## src/rtl/pwm_audio_rx.sv

```systemverilog
// rtl/pwm_audio_rx.sv - 1-bit PWM/SDM audio demodulator with valid/ready sample output
//
// Counts ones over a fixed window of 2^WIN_LOG2 enabled clocks. Both PWM and
// first-order sigma-delta streams carry exactly `value` high cycles per
// 256-cycle period, so one integrator recovers either modulation.
//
// Ports:
//   clk        clock
//   rst_n      synchronous active-low reset
//   ena        clock enable; low freezes every register (handshake still honoured)
//   bit_in     asynchronous PWM/SDM bitstream
//   out_ready  consumer accepts the sample when out_valid && out_ready
//   ovr_clr    synchronous clear of ovr_flag
//   out_sample recovered sample (WIN_LOG2 bits)
//   out_valid  sample available
//   ovr_flag   sticky: a sample was overwritten before being accepted
//   locked     high once the synchronizer has been flushed (RUN state)
module pwm_audio_rx #(
    parameter int WIN_LOG2    = 8,
    parameter int SYNC_STAGES = 2
) (
    input  logic                clk,
    input  logic                rst_n,
    input  logic                ena,
    input  logic                bit_in,
    input  logic                out_ready,
    input  logic                ovr_clr,
    output logic [WIN_LOG2-1:0] out_sample,
    output logic                out_valid,
    output logic                ovr_flag,
    output logic                locked
);

    localparam int SCW = $clog2(SYNC_STAGES + 1);

    typedef enum logic {
        ST_SYNC = 1'b0,
        ST_RUN  = 1'b1
    } state_t;

    state_t                 state_q, state_d;
    logic [SYNC_STAGES-1:0] sync_q, sync_d;
    logic [SCW-1:0]         scnt_q, scnt_d;
    logic [WIN_LOG2-1:0]    win_q, win_d;
    logic [WIN_LOG2:0]      ones_q, ones_d;
    logic [WIN_LOG2-1:0]    sample_q, sample_d;
    logic                   valid_q, valid_d;
    logic                   ovr_q, ovr_d;

    logic                   sbit;
    logic                   close;
    logic [WIN_LOG2:0]      total;

    assign sbit = sync_q[SYNC_STAGES-1];
    // The extra bit of the ones counter holds the all-ones case (2^WIN_LOG2).
    assign total = ones_q + {{WIN_LOG2{1'b0}}, sbit};

    always_comb begin
        state_d  = state_q;
        sync_d   = sync_q;
        scnt_d   = scnt_q;
        win_d    = win_q;
        ones_d   = ones_q;
        sample_d = sample_q;
        valid_d  = valid_q;
        ovr_d    = ovr_q;
        close    = 1'b0;

        if (ena) begin
            sync_d = {sync_q[SYNC_STAGES-2:0], bit_in};
            case (state_q)
                ST_SYNC: begin
                    // Wait until reset-time zeros have left the synchronizer.
                    if (scnt_q == SCW'(SYNC_STAGES - 1)) begin
                        state_d = ST_RUN;
                        win_d   = '0;
                        ones_d  = '0;
                    end else begin
                        scnt_d = scnt_q + 1'b1;
                    end
                end
                ST_RUN: begin
                    win_d  = win_q + 1'b1;
                    ones_d = total;
                    if (&win_q) begin
                        close  = 1'b1;
                        ones_d = '0;
                    end
                end
                default: state_d = ST_SYNC;
            endcase
        end

        // A close wins over an accept: the old sample is treated as consumed
        // when out_ready is high, and overwritten (overrun) when it is low.
        if (close) begin
            sample_d = total[WIN_LOG2] ? {WIN_LOG2{1'b1}} : total[WIN_LOG2-1:0];
            valid_d  = 1'b1;
        end else if (valid_q && out_ready) begin
            valid_d = 1'b0;
        end

        if (close && valid_q && !out_ready) begin
            ovr_d = 1'b1;
        end else if (ovr_clr) begin
            ovr_d = 1'b0;
        end
    end

    always_ff @(posedge clk) begin
        if (!rst_n) begin
            state_q  <= ST_SYNC;
            sync_q   <= '0;
            scnt_q   <= '0;
            win_q    <= '0;
            ones_q   <= '0;
            sample_q <= '0;
            valid_q  <= 1'b0;
            ovr_q    <= 1'b0;
        end else begin
            state_q  <= state_d;
            sync_q   <= sync_d;
            scnt_q   <= scnt_d;
            win_q    <= win_d;
            ones_q   <= ones_d;
            sample_q <= sample_d;
            valid_q  <= valid_d;
            ovr_q    <= ovr_d;
        end
    end

    assign out_sample = sample_q;
    assign out_valid  = valid_q;
    assign ovr_flag   = ovr_q;
    assign locked     = (state_q == ST_RUN);

endmodule

```

## config.mk

```make
export PLATFORM = sky130hd
export DESIGN_NAME = pwm_audio_rx
export DESIGN_NICKNAME = d
export VERILOG_FILES = /design/src/rtl/pwm_audio_rx.sv
export SDC_FILE = /design/constraint.sdc
export NUM_CORES = 1
export LEC_CHECK = 0
export CAP_MARGIN = 20
export CORE_UTILIZATION = 57
export CTS_BUF_LIST = sky130_fd_sc_hd__clkbuf_4
export CTS_CLUSTER_SIZE = 16
export DETAILED_ROUTE_END_ITERATION = 8
export HOLD_SLACK_MARGIN = 0.02
export MAX_ROUTING_LAYER = met4
export PLACE_DENSITY = 0.81
export RECOVER_POWER = 100
export SKIP_CTS_REPAIR_TIMING = 1
export SLEW_MARGIN = 15
export SYNTH_ARGS = -nofsm -noshare
export SYNTH_HDL_FRONTEND = slang
export SYNTH_SLANG_ARGS = --single-unit
export TNS_END_PERCENT = 10
```

## constraint.sdc

```tcl
create_clock -name clk -period 2.1 [get_ports clk]
set_input_delay 0.42 -clock clk [delete_from_list [all_inputs] [get_ports clk]]
set_output_delay 0.42 -clock clk [all_outputs]
set_load 0.01 [all_outputs]
```

==> summary.md <==
| Metric | Value |
|---|---|
| Diode count | `0` |
| Final Cycle Share | `0.929` |
| Top Family by Delay on Critical Path | `simple AND/OR/NAND/NOR gates` |
| RR Startpoint | `sync_q[1]$_SDFFE_PN0P_` |
| Unique cell type count in the Yosys netlist | `42` |
| Setup_tns | `0 ps` |
| Logic gate share of total power | `0.107` |
| Die H | `around 52 um` |
| Area delta synth->final | `17.6%` |
| CP peak stage delay | `approximately 560 ps` |
| Place WS | `approximately 150 ps` |
| Die span in x | `between 50 and 60 um` |
| Fin util | `0.734` |
| Final cell count without fillers | `roughly 200` |
| Cell area after placement | `1650 um^2` |
| Commonest non-fill, non-tap cell in the layout | `dfxtp_1` |
| Final WL | `between 2000 and 3000 um` |
| CTS max path bufs | `2` |
| Cell count after synthesis | `about 150` |
| Gr usage total | `0.255` |
| Cell depth of the worst flop-to-flop path | `6` |
| Critical setup path kind | `register to register` |
| Mapped Nets | `between 150 and 200` |
| Design area | `1690 um^2` |
| Antenna viol nets, final | `0` |
| Grt total ovfl | `0` |
| CTS sink cnt | `32` |
| Core Region | `~2300 um^2` |
| Initial antenna violation count | `0` |
| Critical hold path startpoint | `out_sample[6]$_SDFFE_PN0P_` |
| Sw Ratio | `0.257` |
| Drc violations | `0` |
| Critical path arrival | `~2200 ps` |
| CP max stage cell | `or4_1` |
| Critical path buffer and inverter count | `0` |
| DP Cell Count | `192` |
| Vias in the first global route | `~1100` |
| Final Skew | `between 10 and 15 ps` |
| Max frequency | `around 510 MHz` |
| Fraction of layout cells with a size suffix above 1 | `0.129` |
| DR vias/cell | `a little under 6` |
| CTS Buf Count | `5` |
| Final Hold Viols | `0` |
| Clock latency on the worst-skew pair | `roughly 320 ps` |
| Final Critical Period | `1950 ps` |
| Crit start category | `register` |
| H-tree Lvls | `2` |
| Initial Util | `0.624` |
| Detailed placement HPWL | `2080 um` |
| Ys Warns | `0` |
| Outcome | `completed` |
| Clock power share | `0.307` |
| Worst slew margin relative to its limit | `0.487` |
| Via count | `1179` |
| Least-Margin Pin Slew | `approximately 760 ps` |
| Setup WS post-layout | `between 100 and 150 ps` |
| Mapped cell area | `approximately 1400 um^2` |
| Placer Congestion | `between 0.8 and 0.9` |
| Setup violators final | `0` |
| CP max FO | `7` |
| Critical Path, Cell by Cell | `ha_1 -> ha_1 -> nand3_2 -> or4_1 -> nand3_2 -> o221a_2` |
| Nets | `181` |
| Row count | `17` |
| Port Buffer Count | `16` |
| Pleak | `about 0.66 nW` |
| Max Cap Violations | `0` |
| # IOs | `17` |
| Largest net degree at the start of global routing | `16` |
| CTS tree | `built` |
| Flop pwr share | `0.586` |
| Clk root buf | `clkbuf_4` |
| Pint | `0.812 mW` |
| Reg2reg setup slack | `between 100 and 150 ps` |
| Slew Viols, Final | `0` |
| Power density cells | `between 600 and 700 nW/um^2` |
| Reg-to-Reg End | `out_sample[3]$_SDFFE_PN0P_` |
| DIE AREA | `between 2000 and 3000 um^2` |
| Worst path required time | `2360 ps` |
| Global-route wire length before repair | `4910 um` |
| Switch Pwr | `around 0.28 mW` |
| DRT Pass-1 Iters | `4` |
| CP Capture Type | `register` |
| Maximum VDD drop | `slightly below 0.5 mV` |
| Worst Hold End | `out_sample[6]$_SDFFE_PN0P_` |
| Hold path depth | `2` |
| Most frequent cells in the layout | `dfxtp_1, nand2_1, dlygate4sd3_1, nor2_1, xor2_1` |
| Synthesized area per cell | `approximately 9.7 um^2` |
| Synthesized flop and latch total | `32` |
| Hold crit path type | `register to register` |
| Clock slew at the register clock pins of the worst setup and hold paths | `100 ps` |
| Wirelength per Cell | `roughly 15 um` |
| Iter 0 DRT Violations | `33` |
| Sequential element share of the synthesized area | `0.447` |
## Yosys cell counts
cell,n,area share
o21ai_1,2,0.0070
mux2i_1,2,0.014
clkbuf_1,4,0.010
and4_1,1,0.0061
or3_1,1,0.0044
nand3_2,2,0.014
nand4_1,3,0.013
nor2_1,8,0.021
a21oi_1,6,0.021
o31ai_1,2,0.010
and2_1,1,0.0044
o22ai_1,1,0.0044
o2111ai_1,1,0.0061
and3b_1,1,0.0061
nor3b_1,1,0.0052
nand3_1,4,0.014
buf_2,2,0.0070
nand2_1,13,0.034
and4_2,1,0.0070
xnor2_1,5,0.031
and3_1,1,0.0044
o221a_1,1,0.0079
a32oi_1,1,0.0061
ha_1,4,0.035
xor2_1,8,0.049
o21a_1,3,0.016
and2_2,1,0.0052
a31oi_1,4,0.017
nor2b_1,7,0.031
a32o_1,3,0.021
nor3_1,2,0.0070
dfxtp_1,32,0.45
a21boi_0,2,0.010
o21ai_0,2,0.0070
or4_4,1,0.0079
o221a_2,5,0.039
o31a_2,1,0.0070
a22oi_1,2,0.010
inv_1,2,0.0052
o211a_1,1,0.0070
nand2b_1,3,0.013
or4_2,1,0.0061
## power groups by stage
stage	Combinational (mW)	Sequential [mW]	Clock, mW
after floorplan	0.0822	0.648	0
after detailed placement	0.122	0.654	0
after global routing	0.132	0.643	0.364
after CTS	0.123	0.640	0.339
after global placement	0.114	0.653	0
final	0.117	0.640	0.336
## layout make-up
class | instances | area, um^2
clock inverters | 1 | 5.00
clock buffers | 6 | 45.0
inverters | 2 | 7.51
well taps | 28 | 35.0
repair buffers | 22 | 191
multi-input cells | 108 | 761
fillers | 194 | 612
flip-flops and latches | 32 | 641
## registers in the layout, indices dropped and copies added, names as in the netlist
register	flops
out_valid	1
ovr_flag	1
win_q	8
sync_q	2
ones_q	9
locked	1
scnt_q	2
out_sample	8
## layer usage
| metal | share of wire | vias up | GRT usage | routed length (um) |
|---|---|---|---|---|
| met5 | 0 | - | - | 0 |
| met4 | 0.012 | 0 | 0.132 | 35 |
| met3 | 0.033 | 5 | 0.0643 | 96 |
| met2 | 0.48 | 23 | 0.406 | 1380 |
| met1 | 0.48 | 564 | 0.297 | 1380 |
| li1 | - | 587 | - | - |
## worst register-to-register path, stage by stage, from the launching register on
cell and delay, ps:
dfxtp_1 350, ha_1 190, ha_1 240, nand3_2 170
or4_1 560, nand3_2 180, o221a_2 220
## worst max-delay path by stage
| stage | start | cells after the start | to |
|---|---|---|---|
| 2_1_floorplan | sync_q[1]$_SDFFE_PN0P_ | 6 | out_sample[4]$_SDFFE_PN0P_ |
| 3_3_place_gp | sync_q[1]$_SDFFE_PN0P_ | 6 | out_sample[4]$_SDFFE_PN0P_ |
| 3_5_place_dp | sync_q[1]$_SDFFE_PN0P_ | 6 | out_sample[4]$_SDFFE_PN0P_ |
| 4_1_cts | sync_q[1]$_SDFFE_PN0P_ | 6 | out_sample[4]$_SDFFE_PN0P_ |
| 5_1_grt | sync_q[1]$_SDFFE_PN0P_ | 6 | out_sample[4]$_SDFFE_PN0P_ |
| 6_report | sync_q[1]$_SDFFE_PN0P_ | 6 | out_sample[3]$_SDFFE_PN0P_ |
## cells by family (layout without fill, tap and decap cells)
family,Yosys count,in the layout,synth area share
compound gates,37,37,0.198
xor+xnor,13,13,0.0795
fa+ha+maj,4,4,0.0349
buf+inv,8,31,0.0227
flops,32,32,0.447
mux,2,2,0.0140
simple gates,52,52,0.204
## per-stage QoR
stage                     hold slack, ps  power, mW
after floorplan                      467      0.730
after global placement               454      0.767
after detailed placement             461      0.776
after CTS                            474       1.10
after global routing                 491       1.14
final                                470       1.09
Note: power is estimated with default switching activity, not from simulation.
